$ cat config.mk
export PLATFORM = sky130hd
export DESIGN_NAME = if_redirect_ctrl
export DESIGN_NICKNAME = d
export VERILOG_FILES = /design/src/rtl/pipeline_pkg.sv /design/src/rtl/if_redirect_ctrl_epc_reg.sv /design/src/rtl/if_redirect_ctrl.sv
export SDC_FILE = /design/constraint.sdc
export NUM_CORES = 1
export LEC_CHECK = 0
export BUFFER_PORTS_ARGS = -buffer_cell sky130_fd_sc_hd__buf_4
export CORE_ASPECT_RATIO = 0.9
export CORE_MARGIN = 2
export CORE_UTILIZATION = 44
export CTS_CLUSTER_DIAMETER = 50
export DETAILED_ROUTE_END_ITERATION = 7
export PLACE_DENSITY = 0.85
export SYNTH_ARGS = -nofsm -noshare
export SYNTH_HDL_FRONTEND = slang
export SYNTH_SLANG_ARGS = --single-unit
$ cat constraint.sdc
create_clock -name clk -period 1.8 [get_ports clk]
set_input_delay 0.18 -clock clk [delete_from_list [all_inputs] [get_ports clk]]
set_output_delay 0.18 -clock clk [all_outputs]
set_load 0.005 [all_outputs]
$ cat src/rtl/pipeline_pkg.sv
// Shared encodings for the fetch-stage redirect controller: status codes,
// one-hot next-PC selects, hard-wired fetch vectors and the EPC increment.
package pipeline_pkg;

    typedef enum logic [1:0] {
        STATUS_NORMAL = 2'b00,
        STATUS_RESET  = 2'b01,
        STATUS_IRQ    = 2'b10,
        STATUS_EXC    = 2'b11
    } status_e;

    localparam logic [2:0] SEL_SEQ = 3'b000;
    localparam logic [2:0] SEL_BR  = 3'b100;
    localparam logic [2:0] SEL_J   = 3'b010;
    localparam logic [2:0] SEL_JR  = 3'b001;

    localparam logic [31:0] VEC_RESET = 32'h0000_0000;
    localparam logic [31:0] VEC_IRQ   = 32'h0000_0004;
    localparam logic [31:0] VEC_EXC   = 32'h0000_0008;

    // Next-cycle redirect decision, in priority order.
    typedef enum logic [3:0] {
        D_SEQ,
        D_SRST,
        D_EXC,
        D_BR,
        D_ERET,
        D_JUMP,
        D_JR,
        D_IRQ,
        D_STALL
    } decision_e;

endpackage

$ cat src/rtl/if_redirect_ctrl_epc_reg.sv
// EPC and kernel-mode flag. The saved return address keeps bit 31 (kernel
// segment) and wraps the +4 within the low 31 bits.
module epc_reg #(
    parameter int unsigned W = 32
) (
    input  logic         clk,
    input  logic         rst_n,
    input  logic         capture,
    input  logic [W-1:0] ret_pc,
    input  logic         enter_kernel,
    input  logic         leave_kernel,
    output logic [W-1:0] epc,
    output logic         in_kernel
);

    always_ff @(posedge clk or negedge rst_n) begin
        if (!rst_n) begin
            epc       <= '0;
            in_kernel <= 1'b0;
        end else begin
            if (capture)
                epc <= {ret_pc[W-1], ret_pc[W-2:0] + (W-1)'(4)};
            if (enter_kernel)
                in_kernel <= 1'b1;
            else if (leave_kernel)
                in_kernel <= 1'b0;
        end
    end

endmodule

$ cat src/rtl/if_redirect_ctrl.sv
// Instruction-fetch redirect controller: one prioritised next-PC decision per
// cycle, plus the pending-interrupt latch, EPC and kernel-mode state.
module if_redirect_ctrl
    import pipeline_pkg::*;
#(
    parameter logic [31:0] RST_VEC = 32'h0000_0000,
    parameter int unsigned EPC_W   = 32
) (
    input  logic             clk,
    input  logic             rst_n,
    input  logic             sys_rst_req,
    input  logic             exc_req,
    input  logic             irq,
    input  logic             branch_taken,
    input  logic             jump,
    input  logic             jr,
    input  logic             eret,
    input  logic             load_use,
    input  logic [31:0]      pc_if,
    input  logic [31:0]      pc_id,
    output logic             pc_if_id_write,
    output logic [2:0]       select_pc_next,
    output logic [1:0]       status,
    output logic             kill_id,
    output logic             kill_ex,
    output logic             jr_from_epc,
    output logic [EPC_W-1:0] epc,
    output logic             in_kernel
);

    // The fetch stage hard-codes its vectors; a mismatched override is a build error.
    if (RST_VEC != VEC_RESET) begin : g_rst_vec_check
        $error("RST_VEC must equal the fetch-stage reset vector");
    end

    decision_e decision;
    status_e   st;
    logic      irq_pend;
    logic      capture;
    logic      enter_kernel;
    logic      leave_kernel;
    logic [31:0] ret_pc;

    always_comb begin
        decision = D_SEQ;
        if (sys_rst_req)
            decision = D_SRST;
        else if (exc_req)
            decision = D_EXC;
        else if (branch_taken)
            decision = D_BR;
        else if (eret)
            decision = D_ERET;
        else if (jump)
            decision = D_JUMP;
        else if (jr)
            decision = D_JR;
        else if (irq_pend && !in_kernel && !load_use)
            decision = D_IRQ;
        else if (load_use)
            decision = D_STALL;
    end

    always_comb begin
        pc_if_id_write = 1'b1;
        select_pc_next = SEL_SEQ;
        st             = STATUS_NORMAL;
        kill_id        = 1'b0;
        kill_ex        = 1'b0;
        jr_from_epc    = 1'b0;
        capture        = 1'b0;
        enter_kernel   = 1'b0;
        leave_kernel   = 1'b0;
        unique case (decision)
            D_SRST: begin
                st           = STATUS_RESET;
                kill_id      = 1'b1;
                kill_ex      = 1'b1;
                leave_kernel = 1'b1;
            end
            D_EXC: begin
                st           = STATUS_EXC;
                kill_id      = 1'b1;
                kill_ex      = 1'b1;
                capture      = 1'b1;
                enter_kernel = 1'b1;
            end
            D_BR: begin
                select_pc_next = SEL_BR;
                kill_id        = 1'b1;
            end
            // eret outside kernel mode degrades to an ordinary jr
            D_ERET: begin
                select_pc_next = SEL_JR;
                kill_id        = 1'b1;
                jr_from_epc    = in_kernel;
                leave_kernel   = in_kernel;
            end
            D_JUMP: begin
                select_pc_next = SEL_J;
                kill_id        = 1'b1;
            end
            D_JR: begin
                select_pc_next = SEL_JR;
                kill_id        = 1'b1;
            end
            D_IRQ: begin
                st           = STATUS_IRQ;
                capture      = 1'b1;
                enter_kernel = 1'b1;
            end
            D_STALL: begin
                pc_if_id_write = 1'b0;
                kill_ex        = 1'b1;
            end
            default: ;
        endcase
    end

    assign status = st;
    assign ret_pc = (decision == D_EXC) ? pc_id : pc_if;

    // An irq arriving in the cycle the interrupt is taken (or a soft reset) is dropped.
    always_ff @(posedge clk or negedge rst_n) begin
        if (!rst_n)
            irq_pend <= 1'b0;
        else if (decision == D_SRST || decision == D_IRQ)
            irq_pend <= 1'b0;
        else if (irq)
            irq_pend <= 1'b1;
    end

    epc_reg #(
        .W(EPC_W)
    ) u_epc_reg (
        .clk          (clk),
        .rst_n        (rst_n),
        .capture      (capture),
        .ret_pc       (EPC_W'(ret_pc)),
        .enter_kernel (enter_kernel),
        .leave_kernel (leave_kernel),
        .epc          (epc),
        .in_kernel    (in_kernel)
    );

endmodule

; ---- After elaboration in Yosys (flattened, before gate mapping)
; Index checks and enable logic that the tools add are counted.
[totals]
ff_bits = 34
input_bits = 74
output_inout_bits = 42
word_cells = 44
[op_classes]
add_sub_neg = 1
eq_ne = 8
muxes = 21
reduce_logical = 11
[op_table]
columns = op, count
row1 = 32-bit 2-to-1 mux, 1
row2 = 4-bit 2-to-1 mux, 8
row3 = "31-bit by 3-bit adder with 31-bit output, second input constant", 1
row4 = "4-bit by 3-bit == test with 1-bit output, second input constant", 4
row5 = 1-bit 2-to-1 mux, 9
row6 = 3-bit one-hot mux with 3 select lines, 1
row7 = "4-bit by 2-bit == test with 1-bit output, second input constant", 2
row8 = 2-bit one-hot mux with 3 select lines, 1
row9 = 6-bit OR reduction, 1
row10 = "4-bit by 1-bit == test with 1-bit output, second input constant", 1
row11 = "4-bit == test, second input constant", 1
row12 = 2-bit nonzero test, 2
row13 = 2-bit OR reduction, 2
row14 = 3-bit OR reduction, 1
row15 = 1-bit logical AND, 2
row16 = 1-bit logical NOT, 2
row17 = 1-bit one-hot mux with 2 select lines, 1
row18 = 1-bit logical OR, 1

; ---- Logic depth before layout (Yosys ltp)
; Gate-level depths: netlist of run 1.
[logic_depth]
word_depth = 14
mapped_depth = 15
mapped_depth_nobuf = 10

; ---- By module
; From an unflattened synthesis of run 1, not the netlist that was laid out.
[hier_totals]
cells_unflattened = 251
area_unflattened_um2 = 2499.9
[modules_own_cells]
columns = mod, instances, cells_each, area_per_inst_um2
row1 = epc_reg, 1, 191, 1796.7
row2 = if_redirect_ctrl, 1, 60, 703.2

; ---- Least setup slack after synthesis of run 1
; Ideal clock, no wire load.
[synth_path]
path_kind = input to register
from = input port sys_rst_req
to = register u_epc_reg.epc[28]
setup_ps = 132
arrival_time_ps = 2608
path_slack_ps = -940
stages = 14
n_path_buf = 4
cell_sequence = nand2b_4 > clkbuf_4 > buf_2 > buf_2 > buf_2 > nand2_1 > nand2_1 > ha_1 > nand3_1 > nor2_1 > o211ai_4 > nor4_2 > mux2i_1 > o211ai_2
[synth_via]
elab_chain_cells = 4
elab_cells_between_ends = 7
cone_classes = add/sub: 1 / eq/ne: 2 / mux: 3 / reduce/logical: 1
[synth_rtl]
columns = element, line_no
row1 = start: declaration, if_redirect_ctrl.sv:11  ; input logic sys_rst_req,
row2 = 4-bit 2-to-1 mux *, if_redirect_ctrl.sv:46  ; if (sys_rst_req)
row3 = 4-bit by 2-bit == test with 1-bit output / 4-bit by 3-bit == test with 1-bit output (equally long branches), "if_redirect_ctrl.sv:74, if_redirect_ctrl.sv:121"
row4 = 32-bit 2-to-1 mux / 2-bit OR reduction (equally long branches), n/a
row5 = 31-bit by 3-bit adder with 31-bit output / 1-bit 2-to-1 mux (equally long branches), "if_redirect_ctrl_epc_reg.sv:22, if_redirect_ctrl.sv:74"
row6 = end signal: assignment, if_redirect_ctrl_epc_reg.sv:22  ; epc <= {ret_pc[W-1], ret_pc[W-2:0] + (W-1)'(4)};
row7 = end: declaration, if_redirect_ctrl_epc_reg.sv:12  ; output logic [W-1:0] epc,
; Mark *: on every way between the ends. The rest lies on a longest branch, timed or not.
; A chain may end at the register's enable or synchronous reset.

; ---- Final worst setup path of run 1
[layout_path]
from = input port sys_rst_req
to = register u_epc_reg.epc[30]
; Same word-level chain as after synthesis.

==> impl_metrics.yaml, run 1 <==
clock_network:
  cts.reportedPaths.clkPinSlew_ns: 0.08
  cts_tree: "built"
  cts.sinks: 34
  cts-root-buf: "clkbuf_8"
  clk_path_buf_depth: 2
  clock_latency_ns: 0.29
  cts-buffers-inserted: 5
  cts.htree.levels: 2
timing:
  hold_violations: 0
  tightest_slew_ns: 0.599
  period_needed_ns: 1.82
  fin_worst_skew_ns: 0.00544
  slew_viol_final: 0
  timing.fmax_mhz: 550
  layout_setup_ws_ns: -0.0187
  relSlewSlack_pct: 58.9
  tns_ns: -0.0187
  setup_violations: 1
  rsz0062_at_grt: "true"
  period_share_pct: 101
synth:
  ys_ff_latch: 34
  synth_cell_types: 61
  yosys_warnings: 0
  synth-seq-area-share_pct: 30.5
  synth.area.mux_share_pct: 15.1
  postSynthCellCount: 315
  postSynthAreaPerCell_um2: 8.85
  synth_top_family_by_area: "simple AND/OR/NAND/NOR gates"
  synth_area_um2: 2790
  synth_compound_area_share_pct: 13.4
  synthSimpleGateAreaFrac_pct: 29.5
  syn_nets: 390
  synthFlopType: "dfrtp_1"
  synthAdderAreaFrac_pct: 0.449
  synth-edff-count: 0
  async_flop_share_pct: 100
  synth_xor_area_share_pct: 6.91
floorplan:
  dieArea_um2: 6990
  die_w_um: 87.9
  fp.dieH_um: 79.5
  start_util_pct: 45.6
  core.rowCount: 27
  boundaryPins: 116
  core_um2: 6110
placement:
  hpwl_mm: 7.13
  place_congestion: 0.905
  io_buffer_count: 115
  place_inst: 550
route:
  drt_first_pass_iters: 5
  wire_per_inst_um: 17.2
  drtIter0Drc: 251
  final_antenna_net_count: 0
  vias_per_cell: 5.61
  routed_wl_mm: 9.78
  drc_errors: 0
  vias: 3197
power_and_ir_drop:
  p_leak_nw: 2.18
  vdd_ir_drop_max_v: 0.000319
  p_per_area_nw_per_um2: 554
  power.total_mw: 2.48
finish:
  layout_common_cells: "165 x buf_4, 62 x nand2_1, 34 x dfrtp_1"
  drive_gt1_share_pct: 47.8
  fillers: 434
  synthToLayoutAreaGrowth_pct: 60.2
  postLayoutCoreUtil_pct: 73.0
  fin_cells: 570
  antenna_cells: 0
  final_common_cell: "buf_4"
  largest_reg_flops: 32
  nNetsFinal: 557
worst_setup_path:
  path_buf_inv: 1
  critPathRequiredTime_ns: 1.97
  endpoint_kind: "register"
  critical_path.top_delay_family: "simple AND/OR/NAND/NOR gates"
  start_kind: "primary input"
  slowest_delay_ns: 0.35
  crit_chain: "buf_6, nand2b_4, nand2_4, nand2_4, ha_4, nor4b_4, o211ai_4, nor4b_4, mux2i_1, o211ai_2"
  r2r_slack_ns: 0.11
  crit_path_max_fanout: 8
  slowest_stage: "nor4b_4"
  path_class: "in2reg"
  crit_arrival_ns: 1.99
global_route:
  antenna_found_initial: 0
  track_usage_pct: 25.9
  grt-ovfl-total: 0
  grt_pass1_wl_mm: 14.2
  grt_max_degree: 35
  grt_pass1_vias: 3058
hold_path:
  min_path_type: "in2reg"
status:
  failed_checks: "negative setup slack"
  status: "complete, but fails checks"
job:
  drv_cap: 0
[path summary, 6_finish.rpt]
path / endpoint / from / cells past startpoint
max in group asynchronous: u_epc_reg.epc[22] / rst_n / 2
min in group asynchronous: u_epc_reg.epc[7] / rst_n / 2
setup reg to reg: u_epc_reg.epc[9] / u_epc_reg.in_kernel / 7
hold reg to reg: u_epc_reg.epc[14] / u_epc_reg.epc[14] / 2
setup / recovery: u_epc_reg.epc[30] / sys_rst_req / 10
hold / removal: u_epc_reg.epc[1] / pc_id[1] / 3
[power by group]
part           switching, mW  internal [mW]  leakage (nW)
clock network          0.312          0.309        0.0482
registers             0.0632          0.871         0.419
logic                  0.417          0.503          1.72
total                  0.792           1.68          2.18
[synth_stat cells, types with 7 or more instances]
| cell | number | area, um2 |
|---|---|---|
| nor2_1 | 15 | 56.3 |
| dfrtp_1 | 34 | 851 |
| xor2_1 | 9 | 78.8 |
| mux2i_1 | 22 | 220 |
| nand3_1 | 10 | 50.1 |
| nand4_1 | 7 | 43.8 |
| xnor2_1 | 13 | 114 |
| nand2_1 | 67 | 251 |
| nor3_1 | 9 | 45.0 |
| o21ai_0 | 19 | 95.1 |
| and2_1 | 7 | 43.8 |
[logic make-up after synthesis]
kind of cell,after synthesis
muxes,33
AOI/OAI and AO/OA,55
xor gates and xnor gates,22
adders and majority gates,1
DFF,34
and+or+nand+nor,148
buffers and inverters,22
[per-layer routing]
metal	global-route usage [%]	up-vias	part of all wire, %
met5	0	-	0
met4	9.85	0	1.9
met3	6.51	37	8.7
met2	43.8	203	50
met1	31.7	1500	39
li1	-	1457	-
[through the flow]
stage          cell area (um2)  setup WS, ns  hold slack, ns
2_1_floorplan             2870        -0.533          -0.116
3_3_place_gp              4130        -0.285           0.164
3_5_place_dp              4130        -0.396           0.172
4_1_cts                   4270       -0.0174          0.0770
5_1_grt                   4470        -0.104          0.0910
6_report                  4470       -0.0187          0.0838
[layout make-up]
class	count	area (um2)	area share [%]
Tap cell	87	109	2.44
Timing Repair Buffer	176	1410	31.7
Multi-Input combinational cell	259	1980	44.3
Inverter	6	22.5	0.504
Clock inverter	1	5.00	0.112
Clock buffer	7	86.3	1.93
Sequential cell	34	851	19.1
[worst register-to-register path, stage by stage (launching register included)]
cell     delay [ns]
dfrtp_1        0.40
nor3b_2        0.19
a21oi_1        0.10
or2_4          0.27
buf_4          0.14
buf_4          0.19
a22oi_2        0.20
o21ai_0        0.10
[repair_timing]
action,in CTS,in global routing
cloned,0,1
gates resized for setup,5,21
hold buffers,1,0
pin swaps,3,12
buffers inserted,1,9
endpoints found under the hold margin,34,0
endpoints found under the setup margin,7,18
No activity file was read; power rests on OpenSTA's default activity.
==> run 2: changes to the inputs <==
Settings changed: CORE_MARGIN 2 to not set, HOLD_SLACK_MARGIN set to 0.1.
==> run 2 against run 1 <==
The flow still finishes with violations (negative setup slack). Global-route usage up 0.96 points. Critical path depth down 1. Maximum frequency down 3.9%. Design area up 0.59%. Via count down 0.13%. Worst setup slack worse by 0.073 ns. Sequential power up 0.9%. Register-to-register slack worse by 0.05 ns. Critical endpoint unchanged. Largest power group unchanged.
==> impl_metrics.yaml, run 2 (synthesized netlist as in run 1, its figures left out) <==
route:
  drc_errors: 0
  drtIter0Drc: 270
  drt_first_pass_iters: 5
  final_antenna_net_count: 0
  routed_wl_mm: 9.71
  vias_per_cell: 5.58
  wire_per_inst_um: 17.0
  vias: 3193
worst_setup_path:
  critical_path.top_delay_family: "simple AND/OR/NAND/NOR gates"
  critPathLaunch: "sys_rst_req"
  path_buf_inv: 3
  slowest_delay_ns: 0.37
  crit-reg2reg-launch: "irq_pend"
  crit_arrival_ns: 2.06
  slowest_stage: "nor4b_4"
  endpoint_kind: "register"
  path_class: "in2reg"
  crit_path_max_fanout: 14
  crit_chain: "buf_6, nand2b_4, buf_12, buf_4, mux2_4, o2111ai_2, nor4b_4, mux2i_1, o211ai_2"
  critPathRequiredTime_ns: 1.97
  start_kind: "primary input"
timing:
  layout_setup_ws_ns: -0.0920
  rsz0062_at_grt: "true"
  fin_worst_skew_ns: 0.00444
  period_share_pct: 105
  slew_viol_final: 0
  period_needed_ns: 1.89
  relSlewSlack_pct: 53.0
  setup_violations: 2
  whs_ns: 0.143
  hold_violations: 0
  timing.fmax_mhz: 529
  tightest_slew_ns: 0.686
placement:
  place_inst: 548
  io_buffer_count: 115
  place_congestion: 0.922
  dpl_cell_area_um2: 4110
  hpwl_mm: 6.85
global_route:
  antenna_found_initial: 0
  grt_pass1_vias: 2954
  grt_max_degree: 35
  track_usage_pct: 26.9
  grt-ovfl-total: 0
  grt_pass1_wl_mm: 14.1
floorplan:
  core.rowCount: 27
  fp.dieH_um: 77.5
  die_w_um: 85.9
  start_util_pct: 45.6
  core_um2: 6110
  boundaryPins: 116
  dieArea_um2: 6660
clock_network:
  clock_latency_ns: 0.30
  cts-root-buf: "clkbuf_8"
  cts.htree.levels: 2
  cts-buffers-inserted: 5
  cts.sinks: 34
  cts_tree: "built"
  cts.reportedPaths.clkPinSlew_ns: 0.07
  clk_path_buf_depth: 2
finish:
  largest_reg_flops: 32
  synthToLayoutAreaGrowth_pct: 61.1
  fin_cells: 572
  layout_common_cells: "164 x buf_4, 62 x nand2_1, 34 x dfrtp_1"
  final_common_cell: "buf_4"
  postLayoutCoreUtil_pct: 73.5
  fillers: 427
  drive_gt1_share_pct: 48.0
  nNetsFinal: 559
  antenna_cells: 0
  fin_area_um2: 4490
power_and_ir_drop:
  switching_share_pct: 32.4
  comb_power_share_pct: 37.1
  pwr-share-clk_pct: 25.0
  p_int_mw: 1.68
  power.total_mw: 2.48
  p_per_area_nw_per_um2: 553
  p_sw_uw: 804
  vdd_ir_drop_max_v: 0.000368
  seqPwrFrac_pct: 37.9
  p_leak_nw: 2.20
hold_path:
  hold_start: "pc_id[0]"
  min_path_type: "in2reg"
status:
  failed_checks: "negative setup slack"
  status: "complete, but fails checks"
job:
  drv_cap: 0
-- run 2: worst paths after layout --
kind	cells past startpoint	to	slack (ns)
max in group asynchronous	2	u_epc_reg.epc[4]	1.09
min reg2reg	2	u_epc_reg.epc[15]	0.48
max	9	u_epc_reg.epc[30]	-0.09
min	3	u_epc_reg.epc[0]	0.14
min in group asynchronous	2	u_epc_reg.epc[11]	0.37
max reg2reg	7	u_epc_reg.epc[0]	0.06
-- run 2: worst register-to-register path, cell delays in order (launching register included) --
cell and delay (ns):
dfrtp_1 0.39, nor3b_2 0.16, a21oi_2 0.15, or2_4 0.16
clkinv_1 0.13, nand2_2 0.25, mux2i_1 0.25, o21ai_0 0.11
-- run 2: layer usage --
layer,vias up,share of wire (%),track usage (%)
met5,-,0,0
met2,187,49,46.8
li1,1461,-,-
met1,1508,40,34.4
met3,37,7.8,4.47
met4,0,3.0,7.00
-- run 2: what timing repair did --
action,4_1_cts,5_1_grt
pin swaps,8,12
hold buffers,3,0
setup endpoints to repair,11,15
setup buffers,4,9
hold endpoints to repair,36,0
gates resized for setup,8,27
gates cloned,0,0
-- run 2: power by group through the flow --
stage                     logic, mW  clock network, mW  registers, mW
after floorplan               0.363                  0          0.949
after global placement        0.822                  0          0.949
after detailed placement      0.848                  0          0.950
after CTS                     0.869              0.614          0.936
after global routing          0.988              0.663          0.951
final                         0.920              0.622          0.942
-- run 2: area by class of cell --
| cell class | instances | area [um2] | share of cell area (%) |
|---|---|---|---|
| clock buffer | 7 | 86.3 | 1.92 |
| clock inverter | 1 | 5.00 | 0.111 |
| inverter | 6 | 22.5 | 0.501 |
| multi-input combinational | 259 | 2000 | 44.5 |
| sequential | 34 | 851 | 18.9 |
| tap | 87 | 109 | 2.42 |
| timing repair buffer | 178 | 1420 | 31.6 |
-- run 2: through the flow --
step	setup WS, ns	TNS [ns]
after floorplan	-0.533	-4.53
final	-0.0920	-0.132
after global routing	-0.163	-0.689
after global placement	-0.292	-4.11
after detailed placement	-0.397	-5.66
after CTS	-0.0296	-0.0296
==> run 3: changes to the inputs <==
Settings changed: CORE_UTILIZATION 44 to 43, PLACE_DENSITY 0.85 to 0.86, SYNTH_HIERARCHICAL set to 1.
==> run 3 against run 2 <==
The flow still finishes with violations (negative setup slack). Highest routed layer unchanged. Via count decreased by 11%. First-iteration DRC count decreased by 46%. Count of clock-buffer cells in the layout decreased by 1. Non-clock buffer count increased by 5. Worst hold slack improved by 0.048 ns. Sequential share of layout area increased by 1.7 points. Design area decreased by 8.4%. Sequential power increased by 0.6%. Combinational power decreased by 0.4%. Maximum frequency increased by 4.7%.
==> impl_metrics.yaml, run 3 <==
worst_setup_path:
  slowest_stage: "nor2b_4"
  path_class: "in2reg"
  slowest_delay_ns: 0.25
  critPathRequiredTime_ns: 1.96
  crit_path_max_fanout: 7
  crit_chain: "buf_6, nor2b_4, buf_6, buf_6, mux2_4, and3_4, nand3_4, buf_6, buf_4, o31ai_4, a31oi_1"
  crit_arrival_ns: 1.97
  endpoint_kind: "register"
  critPathLaunch: "exc_req"
  cpMostUsedCell: "buf_6"
  start_kind: "primary input"
  crit-reg2reg-launch: "u_epc_reg/in_kernel"
timing:
  rsz0062_at_grt: "true"
  slew_viol_final: 0
  layout_setup_ws_ns: -0.00749
  tightest_slew_ns: 0.467
  relSlewSlack_pct: 68.7
  period_share_pct: 100
  fin_worst_skew_ns: 0.00733
  hold_violations: 0
  setup_violations: 3
  period_needed_ns: 1.81
  timing.fmax_mhz: 553
synth:
  yosys.area.top_type: "dfrtp_1"
  async_flop_share_pct: 100
  synth.area.top_cells: "dfrtp_1 34%, mux2_4 17%, nor2_1 4.7%, a31oi_1 3.8%, mux2_2 3.6%"
  synth_top_area_share_pct: 34.0
  synth_compound_area_share_pct: 12.2
  postSynthAreaPerCell_um2: 9.96
  yosys_warnings: 6
  syn_nets: 326
  synthSimpleGateAreaFrac_pct: 22.5
  synth.area.mux_share_pct: 20.8
  synth_common_cells: "34 x dfrtp_1, 31 x nor2_1, 28 x mux2_4"
  synth_cell_types: 43
  yosysMostFrequentCell: "dfrtp_1"
  synth-edff-count: 0
  synth-seq-area-share_pct: 34.0
  synth_xor_area_share_pct: 4.20
  synth_top_family_by_area: "simple AND/OR/NAND/NOR gates"
  synthAdderAreaFrac_pct: 0.501
  postSynthCellCount: 251
  ys_ff_latch: 34
  synth_area_um2: 2500
  synthFlopType: "dfrtp_1"
route:
  drtIter0Drc: 146
  routed_wl_mm: 8.52
  drt_first_pass_iters: 4
  drc_errors: 0
  final_antenna_net_count: 0
  vias: 2854
  vias_per_cell: 5.78
  wire_per_inst_um: 17.2
floorplan:
  start_util_pct: 46.2
  core.rowCount: 25
  fp.dieH_um: 74.3
  die_w_um: 82.4
  core_um2: 5410
  dieArea_um2: 6120
  boundaryPins: 116
finish:
  postLayoutCoreUtil_pct: 76.0
  fillers: 352
  synthToLayoutAreaGrowth_pct: 64.6
  final_common_cell: "buf_4"
  fin_cells: 494
  antenna_cells: 0
  largest_reg_flops: 32
  drive_gt1_share_pct: 57.6
  layout_common_cells: "170 x buf_4, 34 x dfrtp_1, 31 x nor2_1"
  nNetsFinal: 503
clock_network:
  clock_latency_ns: 0.29
  cts_tree: "built"
  cts.sinks: 34
  cts-buffers-inserted: 5
  clk_path_buf_depth: 2
  cts-root-buf: "clkbuf_8"
  cts.reportedPaths.clkPinSlew_ns: 0.07
  cts.htree.levels: 2
placement:
  hpwl_mm: 6.05
  io_buffer_count: 115
  place_inst: 477
  place_congestion: 0.849
  pre_cts_slack_ns: -0.350
global_route:
  antenna_found_initial: 0
  globalRouteMet1Util_pct: 30.7
  grt-ovfl-total: 0
  met2_usage_pct: 49.8
  use_met3_pct: 7.85
  busiest_layer: "met2"
  grt_max_degree: 35
  grt_pass1_vias: 2741
  track_usage_pct: 27.5
  grt_pass1_wl_mm: 12.6
power_and_ir_drop:
  p_per_area_nw_per_um2: 591
  seqPwrFrac_pct: 39.0
  switching_share_pct: 29.3
  p_leak_nw: 1.94
  comb_power_share_pct: 37.7
  p_sw_uw: 711
  vdd_ir_drop_max_v: 0.000443
  pwr-share-clk_pct: 23.3
  p_int_mw: 1.72
status:
  failed_checks: "negative setup slack"
  status: "complete, but fails checks"
hold_path:
  min_path_type: "in2reg"
  hold_start: "sys_rst_req"
job:
  drv_cap: 0
==> run 3: changes by cell type in the layout (fill, tap and decap cells not counted), sizes merged, moves of 9 or more <==
| cell | change |
|---|---|
| nor2 | +16 |
| a31oi | +11 |
| mux2 | +32 |
| mux2i | -28 |
| xnor2 | -9 |
| o21ai | -18 |
| nand2 | -58 |
==> run 3: worst paths after layout <==
check | cells after the start | to | slack (ns)
setup / recovery | 11 | u_epc_reg/epc[21] | -0.007
hold / removal | 3 | irq_pend | 0.19
setup reg to reg | 5 | u_epc_reg/epc[21] | 0.15
hold reg to reg | 1 | u_epc_reg/epc[31] | 0.51
max in group asynchronous | 2 | u_epc_reg/epc[7] | 1.09
min in group asynchronous | 2 | u_epc_reg/epc[0] | 0.37
==> run 3: critical path, delay by kind of cell <==
kind,cells,cell delay [ns]
AO/OA/AOI/OAI,2,0.36
buffers and inverters,5,0.64
multiplexers,1,0.17
AND/OR/NAND/NOR,3,0.62
==> run 3: what timing repair did <==
item / 4_1_cts / 5_1_grt
hold buffers: 1 / 0
endpoints found under the setup margin: 3 / 29
pin swaps: 0 / 18
hold endpoints to repair: 34 / 0
gates resized for setup: 4 / 22
setup buffers: 4 / 5
cloned: 1 / 1
==> run 3: final cells by class <==
class / instances / area [um2] / share of cell area [%]
Clock buffer: 6 / 82.6 / 2.01
Tap cell: 67 / 83.8 / 2.04
Inverter: 5 / 18.8 / 0.456
Sequential cell: 34 / 851 / 20.7
Timing Repair Buffer: 183 / 1470 / 35.6
Multi-Input combinational cell: 199 / 1610 / 39.2
==> run 3: metrics by stage <==
step	hold slack, ns	area (um2)	power [mW]	TNS [ns]
3_5_place_dp	0.159	3850	1.82	-4.93
2_1_floorplan	-0.116	2550	1.32	-1.08
3_3_place_gp	0.153	3850	1.79	-3.88
5_1_grt	0.177	4110	2.57	-0.145
6_report	0.191	4110	2.43	-0.0149
4_1_cts	0.196	4000	2.41	0
==> run 3: power by group through the flow <==
stage                     combinational [mW]  clock [mW]  sequential (mW)
after floorplan                        0.361           0            0.960
after CTS                              0.883       0.576            0.947
after global placement                 0.833           0            0.954
after detailed placement               0.864           0            0.959
final                                  0.916       0.566            0.948
after global routing                   0.987       0.619            0.961
==> run 3: logic make-up (layout without fill, tap and decap cells) <==
logic type / count (synthesis) / count (layout)
buf+inv: 19 / 194
xor+xnor: 12 / 12
mux: 37 / 37
simple gates: 100 / 100
fa+ha+maj: 1 / 1
flops: 34 / 34
compound gates: 48 / 49
==> run 3: metal layers <==
layer,vias to the layer above,part of all wire [%]
met5,-,0
met4,0,3.1
met3,30,7.9
met2,148,52
met1,1371,37
li1,1305,-
